==> config.mk <==
export PLATFORM = sky130hd
export DESIGN_NAME = router_fsm_ctrl
export DESIGN_NICKNAME = d
export VERILOG_FILES = /design/src/rtl/router_fsm_ctrl.sv
export SDC_FILE = /design/constraint.sdc
export NUM_CORES = 1
export LEC_CHECK = 0
export BUFFER_PORTS_ARGS = -buffer_cell sky130_fd_sc_hd__buf_2
export CORE_UTILIZATION = 40
export DETAILED_ROUTE_END_ITERATION = 8
export GPL_ROUTABILITY_DRIVEN = 0
export PLACE_DENSITY = 0.63
export SYNTH_ARGS = -nofsm -noshare
export SYNTH_HDL_FRONTEND = slang
export SYNTH_SLANG_ARGS = --single-unit
export TNS_END_PERCENT = 30
==> constraint.sdc <==
create_clock -name clock -period 4.6 [get_ports clock]
set_clock_uncertainty 0.1 [all_clocks]
set_input_delay 0.69 -clock clock [delete_from_list [all_inputs] [get_ports clock]]
set_output_delay 0.69 -clock clock [all_outputs]
set_load 0.02 [all_outputs]
==> src/rtl/router_fsm_ctrl.sv <==
// Packet sequencing controller for the router input datapath and output FIFOs.
// One-hot state register; every control output is a direct decode of it.
module router_fsm_ctrl #(
  parameter int NUM_PORTS  = 3,
  parameter int ADDR_WIDTH = 2
) (
  input  logic                  clock,
  input  logic                  reset,
  input  logic                  pkt_valid,
  input  logic [ADDR_WIDTH-1:0] data_in,
  input  logic                  fifo_full,
  input  logic [NUM_PORTS-1:0]  fifo_empty,
  input  logic [NUM_PORTS-1:0]  soft_reset,
  input  logic                  parity_done,
  input  logic                  low_pkt_valid,
  output logic [ADDR_WIDTH-1:0] sel_addr,
  output logic                  write_enb_reg,
  output logic                  detect_add,
  output logic                  lfd_state,
  output logic                  ld_state,
  output logic                  laf_state,
  output logic                  full_state,
  output logic                  rst_int_reg,
  output logic                  busy
);

  typedef enum logic [7:0] {
    DECODE_ADDRESS     = 8'b0000_0001,
    WAIT_TILL_EMPTY    = 8'b0000_0010,
    LOAD_FIRST_DATA    = 8'b0000_0100,
    LOAD_DATA          = 8'b0000_1000,
    FIFO_FULL_STATE    = 8'b0001_0000,
    LOAD_AFTER_FULL    = 8'b0010_0000,
    LOAD_PARITY        = 8'b0100_0000,
    CHECK_PARITY_ERROR = 8'b1000_0000
  } state_t;

  state_t                r_state;
  state_t                w_next_state;
  logic [ADDR_WIDTH-1:0] r_sel_addr;
  logic                  w_addr_ok;
  logic                  w_hdr_accept;
  logic                  w_soft_sel;
  logic                  w_empty_new;
  logic                  w_empty_sel;

  // Per-port flag lookup that stays in range even when the address field can
  // encode more values than there are ports.
  function automatic logic port_bit(input logic [NUM_PORTS-1:0]  i_vec,
                                    input logic [ADDR_WIDTH-1:0] i_idx);
    logic v_bit;
    v_bit = 1'b0;
    for (int i = 0; i < NUM_PORTS; i++) begin
      v_bit = v_bit | (i_vec[i] & (i_idx == ADDR_WIDTH'(i)));
    end
    return v_bit;
  endfunction

  assign w_addr_ok    = ({1'b0, data_in} < (ADDR_WIDTH+1)'(NUM_PORTS));
  assign w_hdr_accept = pkt_valid & w_addr_ok;
  assign w_soft_sel   = port_bit(soft_reset, r_sel_addr);
  assign w_empty_new  = port_bit(fifo_empty, data_in);
  assign w_empty_sel  = port_bit(fifo_empty, r_sel_addr);

  // State register and destination address latch.
  always_ff @(posedge clock or posedge reset) begin
    if (reset) begin
      r_state    <= DECODE_ADDRESS;
      r_sel_addr <= {ADDR_WIDTH{1'b0}};
    end else begin
      r_state <= w_next_state;
      if ((r_state == DECODE_ADDRESS) && w_hdr_accept) begin
        r_sel_addr <= data_in;
      end else begin
        r_sel_addr <= r_sel_addr;
      end
    end
  end

  // Next-state logic; a timeout on the selected port abandons the packet.
  always_comb begin
    w_next_state = r_state;
    if ((r_state != DECODE_ADDRESS) && w_soft_sel) begin
      w_next_state = DECODE_ADDRESS;
    end else begin
      case (r_state)
        DECODE_ADDRESS: begin
          if (w_hdr_accept) begin
            w_next_state = w_empty_new ? LOAD_FIRST_DATA : WAIT_TILL_EMPTY;
          end else begin
            w_next_state = DECODE_ADDRESS;
          end
        end
        WAIT_TILL_EMPTY:  w_next_state = w_empty_sel ? LOAD_FIRST_DATA : WAIT_TILL_EMPTY;
        LOAD_FIRST_DATA:  w_next_state = LOAD_DATA;
        LOAD_DATA: begin
          if (fifo_full) begin
            w_next_state = FIFO_FULL_STATE;
          end else if (!pkt_valid) begin
            w_next_state = LOAD_PARITY;
          end else begin
            w_next_state = LOAD_DATA;
          end
        end
        FIFO_FULL_STATE:  w_next_state = fifo_full ? FIFO_FULL_STATE : LOAD_AFTER_FULL;
        LOAD_AFTER_FULL: begin
          if (parity_done) begin
            w_next_state = DECODE_ADDRESS;
          end else if (low_pkt_valid) begin
            w_next_state = LOAD_PARITY;
          end else begin
            w_next_state = LOAD_DATA;
          end
        end
        LOAD_PARITY:        w_next_state = CHECK_PARITY_ERROR;
        CHECK_PARITY_ERROR: w_next_state = fifo_full ? FIFO_FULL_STATE : DECODE_ADDRESS;
        default:            w_next_state = DECODE_ADDRESS;
      endcase
    end
  end

  assign sel_addr      = r_sel_addr;
  assign detect_add    = (r_state == DECODE_ADDRESS);
  assign lfd_state     = (r_state == LOAD_FIRST_DATA);
  assign ld_state      = (r_state == LOAD_DATA);
  assign laf_state     = (r_state == LOAD_AFTER_FULL);
  assign full_state    = (r_state == FIFO_FULL_STATE);
  assign rst_int_reg   = (r_state == CHECK_PARITY_ERROR);
  assign write_enb_reg = lfd_state | ld_state | laf_state | (r_state == LOAD_PARITY);
  assign busy          = (r_state == WAIT_TILL_EMPTY) | lfd_state | full_state |
                         laf_state | (r_state == LOAD_PARITY) | rst_int_reg;

endmodule

=== Word level (Yosys, flattened, before mapping) ===
Index checks and enable logic that the tools add are counted.

* Output and inout port bits: 10
* Input port bits: 14
* Register bits after elaboration: 10

* Equality and inequality tests: 13
* Multiplexer cells: 11
* Reduce and logical (&&, ||, !) cells: 4
* Bitwise logic cells: 24
* $lt $le $gt $ge: 1

{| class="wikitable"
|+ Operators by type and width
! kind !! number
|-
| case mux 8 bit (8 select lines) || 1
|-
| two-way mux 7 bit || 4
|-
| OR 1 bit || 14
|-
| AND 1 bit || 10
|-
| two-way mux 3 bit || 3
|-
| equality test 8 x 1 -> 1 bit (second input constant) || 1
|-
| equality test 8 x 2 -> 1 bit (second input constant) || 1
|-
| equality test 8 x 3 -> 1 bit (second input constant) || 1
|-
| equality test 8 x 4 -> 1 bit (second input constant) || 1
|-
| equality test 8 x 5 -> 1 bit (second input constant) || 1
|-
| equality test 8 x 6 -> 1 bit (second input constant) || 1
|-
| equality test 8 x 7 -> 1 bit (second input constant) || 1
|-
| equality test 8 bit (second input constant) || 1
|-
| two-way mux 8 bit || 1
|-
| inequality test 8 x 1 -> 1 bit (second input constant) || 1
|-
| two-way mux 6 bit || 1
|-
| two-way mux 5 bit || 1
|-
| equality test 2 x 1 -> 1 bit (second input constant) || 2
|-
| equality test 2 bit (second input constant) || 2
|-
| logical NOT 2 bit || 2
|-
| logical AND 1 bit || 2
|-
| less-than comparator 2 bit (second input constant) || 1
|}

=== Logic depth before layout (Yosys ltp) ===
* Depth in word-level cells: 8
* Depth in mapped cells: 6
* Gate-level depth less buffers: 5

=== Worst setup path before layout ===
No wires, ideal clock.

* Path type: flip-flop to output port
* Start point: register r_state[6]
* End point: output rst_int_reg
* Arrival: 1.397 ns
* Data required time: 3.810 ns
* Slack: 2.413 ns
* Cell stages (with the launch flop): 5
* Path through: dfrtp_1 -> buf_6 -> nor3_4 -> nand2_1 -> nor3_1

* Cells in the longest elaborated chain, start to end: 1

{| class="wikitable"
|+ Ends and longest elaborated chain
! item !! line !! RTL
|-
| from (decl) || 38 || <nowiki>state_t r_state;</nowiki>
|-
| from (signal assigned) || 71 || <nowiki>r_state <= w_next_state;</nowiki>
|-
| equality test 8 bit || 128 || <nowiki>assign rst_int_reg = (r_state == CHECK_PARITY_ERROR);</nowiki>
|-
| to (decl) || 23 || <nowiki>output logic rst_int_reg,</nowiki>
|}

No other way between the ends.

=== Final worst setup path ===
* Start point: register r_state[4]
* End point: output laf_state

* Cells in the longest elaborated chain, start to end: 1

{| class="wikitable"
|+ Ends and longest elaborated chain
! item !! line !! RTL
|-
| equality test 8 x 6 -> 1 bit || 126 || <nowiki>assign laf_state = (r_state == LOAD_AFTER_FULL);</nowiki>
|-
| to (decl) || 21 || <nowiki>output logic laf_state,</nowiki>
|}

No other way between the ends.

==> flow_metrics.py <==
metrics = {
    "die": {
        "initial_utilization_pct": 43.5,
        "core-area_um2": 1760,
        "die_width_um": 45.8,
        "std_cell_rows": 15,
        "chipHeight_um": 45.8,
        "io-pin-count": 24,
        "floorplan.die_area_um2": 2100,
    },
    "clock_network": {
        "cts.path.max_buffers": 2,
        "cts-hold-fix-buffers": 0,
        "cts_htree_levels": 1,
        "cts_root_buffer": "sky130_fd_sc_hd__clkbuf_4",
        "clk_transition_reported_paths_ns": 0.06,
        "cts_inserted_buffers": 3,
        "cts_tree": "yes",
        "clock_network_latency_to_the_later_pin_of_the_worst_skew_pair_ns": 0.26,
        "cts_setup_buffers": 0,
        "cts_resized": 0,
        "tritoncts_num_sinks": 10,
    },
    "routing": {
        "drtAntennaViolNets": 0,
        "detailedRoute.firstPassIterationCount": 4,
        "vias_per_cell": 5.41,
        "wl_um": 1660,
        "detail_route.drc_violations": 0,
        "via_count": 736,
        "drt_first_iter_violations": 23,
        "detail_route.wl_per_cell_um": 12.2,
    },
    "timing": {
        "max_slew.worst_pin.slew_ns": 0.375,
        "maxSlewViolCount": 0,
        "rsz0062_at_grt": "false",
        "fin_ws_ns": 2.16,
        "timing.max_slew.rel_slack_pct": 75.0,
        "final.period_utilization_pct": 53.0,
        "achievable-frequency_ghz": 0.410,
        "hold_viol_final": 0,
        "min_tclk_post_route_ns": 2.44,
        "setup_viol_count_final": 0,
        "fin_tns_setup_ns": 0,
    },
    "logic_synthesis": {
        "synth_fp_nets": 101,
        "number_of_enable_type_register_cells_in_the_synthesized_netlist": 0,
        "synth_cells": 87,
        "yosysTopAreaCellShare_pct": 29.4,
        "synth-seq-cells": 10,
        "synthesis.area_um2": 767,
        "async_flop_share_pct": 100,
        "postSynthAreaPerCell_um2": 8.82,
        "synthDistinctLibCells": 41,
        "synth_ff_type": "sky130_fd_sc_hd__dfrtp_1",
        "synth.largest_area_cell": "sky130_fd_sc_hd__dfrtp_1",
        "synthesis.yosys.warnings": 0,
        "sequential_cell_area_fraction_in_the_yosys_report_pct": 32.8,
        "ys_top_cells_by_area": "sky130_fd_sc_hd__dfrtp_1 29%, sky130_fd_sc_hd__nor2_1 7.3%, sky130_fd_sc_hd__nor3_4 4.2%, sky130_fd_sc_hd__nor3_1 3.9%, sky130_fd_sc_hd__dfstp_2 3.4%",
    },
    "layout": {
        "drive_gt1_share_pct": 32.4,
        "antenna_cells": 0,
        "nNetsFinal": 126,
        "multi_input_comb_area_um2": 474,
        "register_area_um2": 251,
        "area.growth.synth_to_final_pct": 18.6,
        "final.fill_count": 177,
    },
    "power": {
        "power-per-cell-area_nw_per_um2": 415,
        "netSwitchingFraction_pct": 44.3,
        "ir_drop_mv": 0.237,
        "share_of_total_power_in_sequential_cells_pct": 36.0,
        "power.combinational.fraction_pct": 47.9,
        "clock_network_fraction_of_total_power_pct": 16.2,
        "internal_power_uw": 211,
        "static-leakage-power_uw": 0.000407,
        "p_switching_uw": 167,
    },
    "worst_setup_path": {
        "worstPathCellList": "nor3_4 > nand2_1 > nor3_2 > buf_2",
        "critPathCaptureType": "output pin",
        "max_stage_delay_ns": 0.48,
        "worst_path_max_delay_cell": "sky130_fd_sc_hd__dfrtp_1",
        "logic_depth_of_the_worst_register_to_register_path": 4,
        "crit_path_start_kind": "flip-flop",
        "timing.setup.critical_path_class": "flip-flop to output pin",
        "arrival_ns": 1.65,
        "worst-endpoint-required_ns": 3.81,
        "crit_path_max_fanout": 8,
    },
    "outcome": {
        "run_status": "completed",
    },
    "global_routing": {
        "grt_max_degree": 11,
        "number_of_global_route_vias_before_repair": 638,
        "wire_length_of_the_first_global_routing_pass_um": 2690,
        "grt.overflow.total": 0,
        "grt_use_total_pct": 18.5,
        "antenna_found_initial": 0,
    },
    "place": {
        "detailedPlace.worstSlack_ns": 2.45,
        "dp_hpwl_um": 1320,
        "place.port_buffers": 23,
    },
    "min_path": {
        "hold_crit_class": "input pin to async pin",
    },
    "flow_run": {
        "drv.max_cap_violation_count": 0,
    },
}
==> cell type report <==
type	instances	area share, %
clock buffers	4	2.89
inverters	3	1.24
multi-input cells	71	52.1
flip-flops and latches	10	27.6
well taps	25	3.44
repair buffers	23	12.7
==> per-stage QoR <==
| stage | total power, µW | hold slack (ns) | instance area, µm² | util, % | instances |
|---|---|---|---|---|---|
| after floorplan | 265 | 0.429 | 767 | - | 87 |
| after global placement | 314 | 0.507 | 883 | 50.1 | 132 |
| after detailed placement | 315 | 0.518 | 883 | 50.1 | 132 |
| after CTS | 380 | 0.297 | 910 | 51.6 | 136 |
| after global routing | 405 | 0.304 | 910 | 51.6 | 136 |
| final | 378 | 0.290 | 910 | 51.6 | 136 |
==> state kept, by name (all words and copies together) (netlist names) <==
signal,flops
r_state,8
sel_addr,2
==> placed cells by master, fill, tap and decap left out, types with 2 or more instances in the layout <==
master	instances
sky130_fd_sc_hd__o21ai_0	3
sky130_fd_sc_hd__xnor2_1	2
sky130_fd_sc_hd__nor3_4	2
sky130_fd_sc_hd__inv_1	3
sky130_fd_sc_hd__a21oi_1	4
sky130_fd_sc_hd__nor2_1	15
sky130_fd_sc_hd__nand2b_1	2
sky130_fd_sc_hd__buf_2	23
sky130_fd_sc_hd__clkbuf_4	3
sky130_fd_sc_hd__nor3_1	6
sky130_fd_sc_hd__mux2i_1	2
sky130_fd_sc_hd__mux2_1	2
sky130_fd_sc_hd__dfrtp_1	9
sky130_fd_sc_hd__nand2_1	6
sky130_fd_sc_hd__nor2b_1	2
==> per-layer routing <==
| metal | track usage (%) | up-vias | wire length (µm) |
|---|---|---|---|
| met5 | 0 | - | 0 |
| met4 | 5.29 | 0 | 12 |
| met3 | 7.14 | 2 | 80 |
| met2 | 30.0 | 16 | 794 |
| met1 | 22.9 | 350 | 776 |
| li1 | - | 368 | - |
==> path summary, 6_finish.rpt <==
check / startpoint / endpoint / slack, ns
min: reset / sel_addr[0] / 0.29
min in group clock: sel_addr[0] / sel_addr[0] / 0.54
min reg2reg: sel_addr[0] / sel_addr[0] / 0.54
max reg2reg: r_state[6] / sel_addr[0] / 2.85
max in group asynchronous: reset / r_state[0] / 3.80
max: r_state[4] / laf_state / 2.16
==> logic make-up (layout without fill, tap and decap cells) <==
logic type,Yosys count,in the layout,share of synthesized area (%)
buffers and inverters,6,30,5.38
DFF,10,10,32.8
xor gates and xnor gates,3,3,3.43
AOI/OAI and AO/OA,19,19,17.5
and+or+nand+nor,44,44,33.9
muxes,5,5,7.01
==> power groups by stage <==
stage          logic [µW]  clock network [µW]  registers [µW]
3_5_place_dp          179                   0             136
4_1_cts               181                64.5             135
3_3_place_gp          178                   0             136
2_1_floorplan         123                   0             141
6_report              181                61.1             136
5_1_grt               198                69.3             138
==> critical path, delay by kind of cell, from the launching register on <==
kind	cells	cell delay, ns
simple gates	3	0.70
buf+inv	1	0.21
flops	1	0.48
==> synthesized netlist by cell type (2+ instances only) <==
library cell and n:
sky130_fd_sc_hd__mux2i_1 2, sky130_fd_sc_hd__nor2_1 15, sky130_fd_sc_hd__o21ai_0 3, sky130_fd_sc_hd__mux2_1 2, sky130_fd_sc_hd__nor3_1 6, sky130_fd_sc_hd__buf_6 2, sky130_fd_sc_hd__nand2b_1 2, sky130_fd_sc_hd__inv_1 3
sky130_fd_sc_hd__a21oi_1 4, sky130_fd_sc_hd__nor2b_1 2, sky130_fd_sc_hd__nor3_4 2, sky130_fd_sc_hd__nand2_1 6, sky130_fd_sc_hd__xnor2_1 2, sky130_fd_sc_hd__dfrtp_1 9
Note: power is estimated with default switching activity, not from simulation.
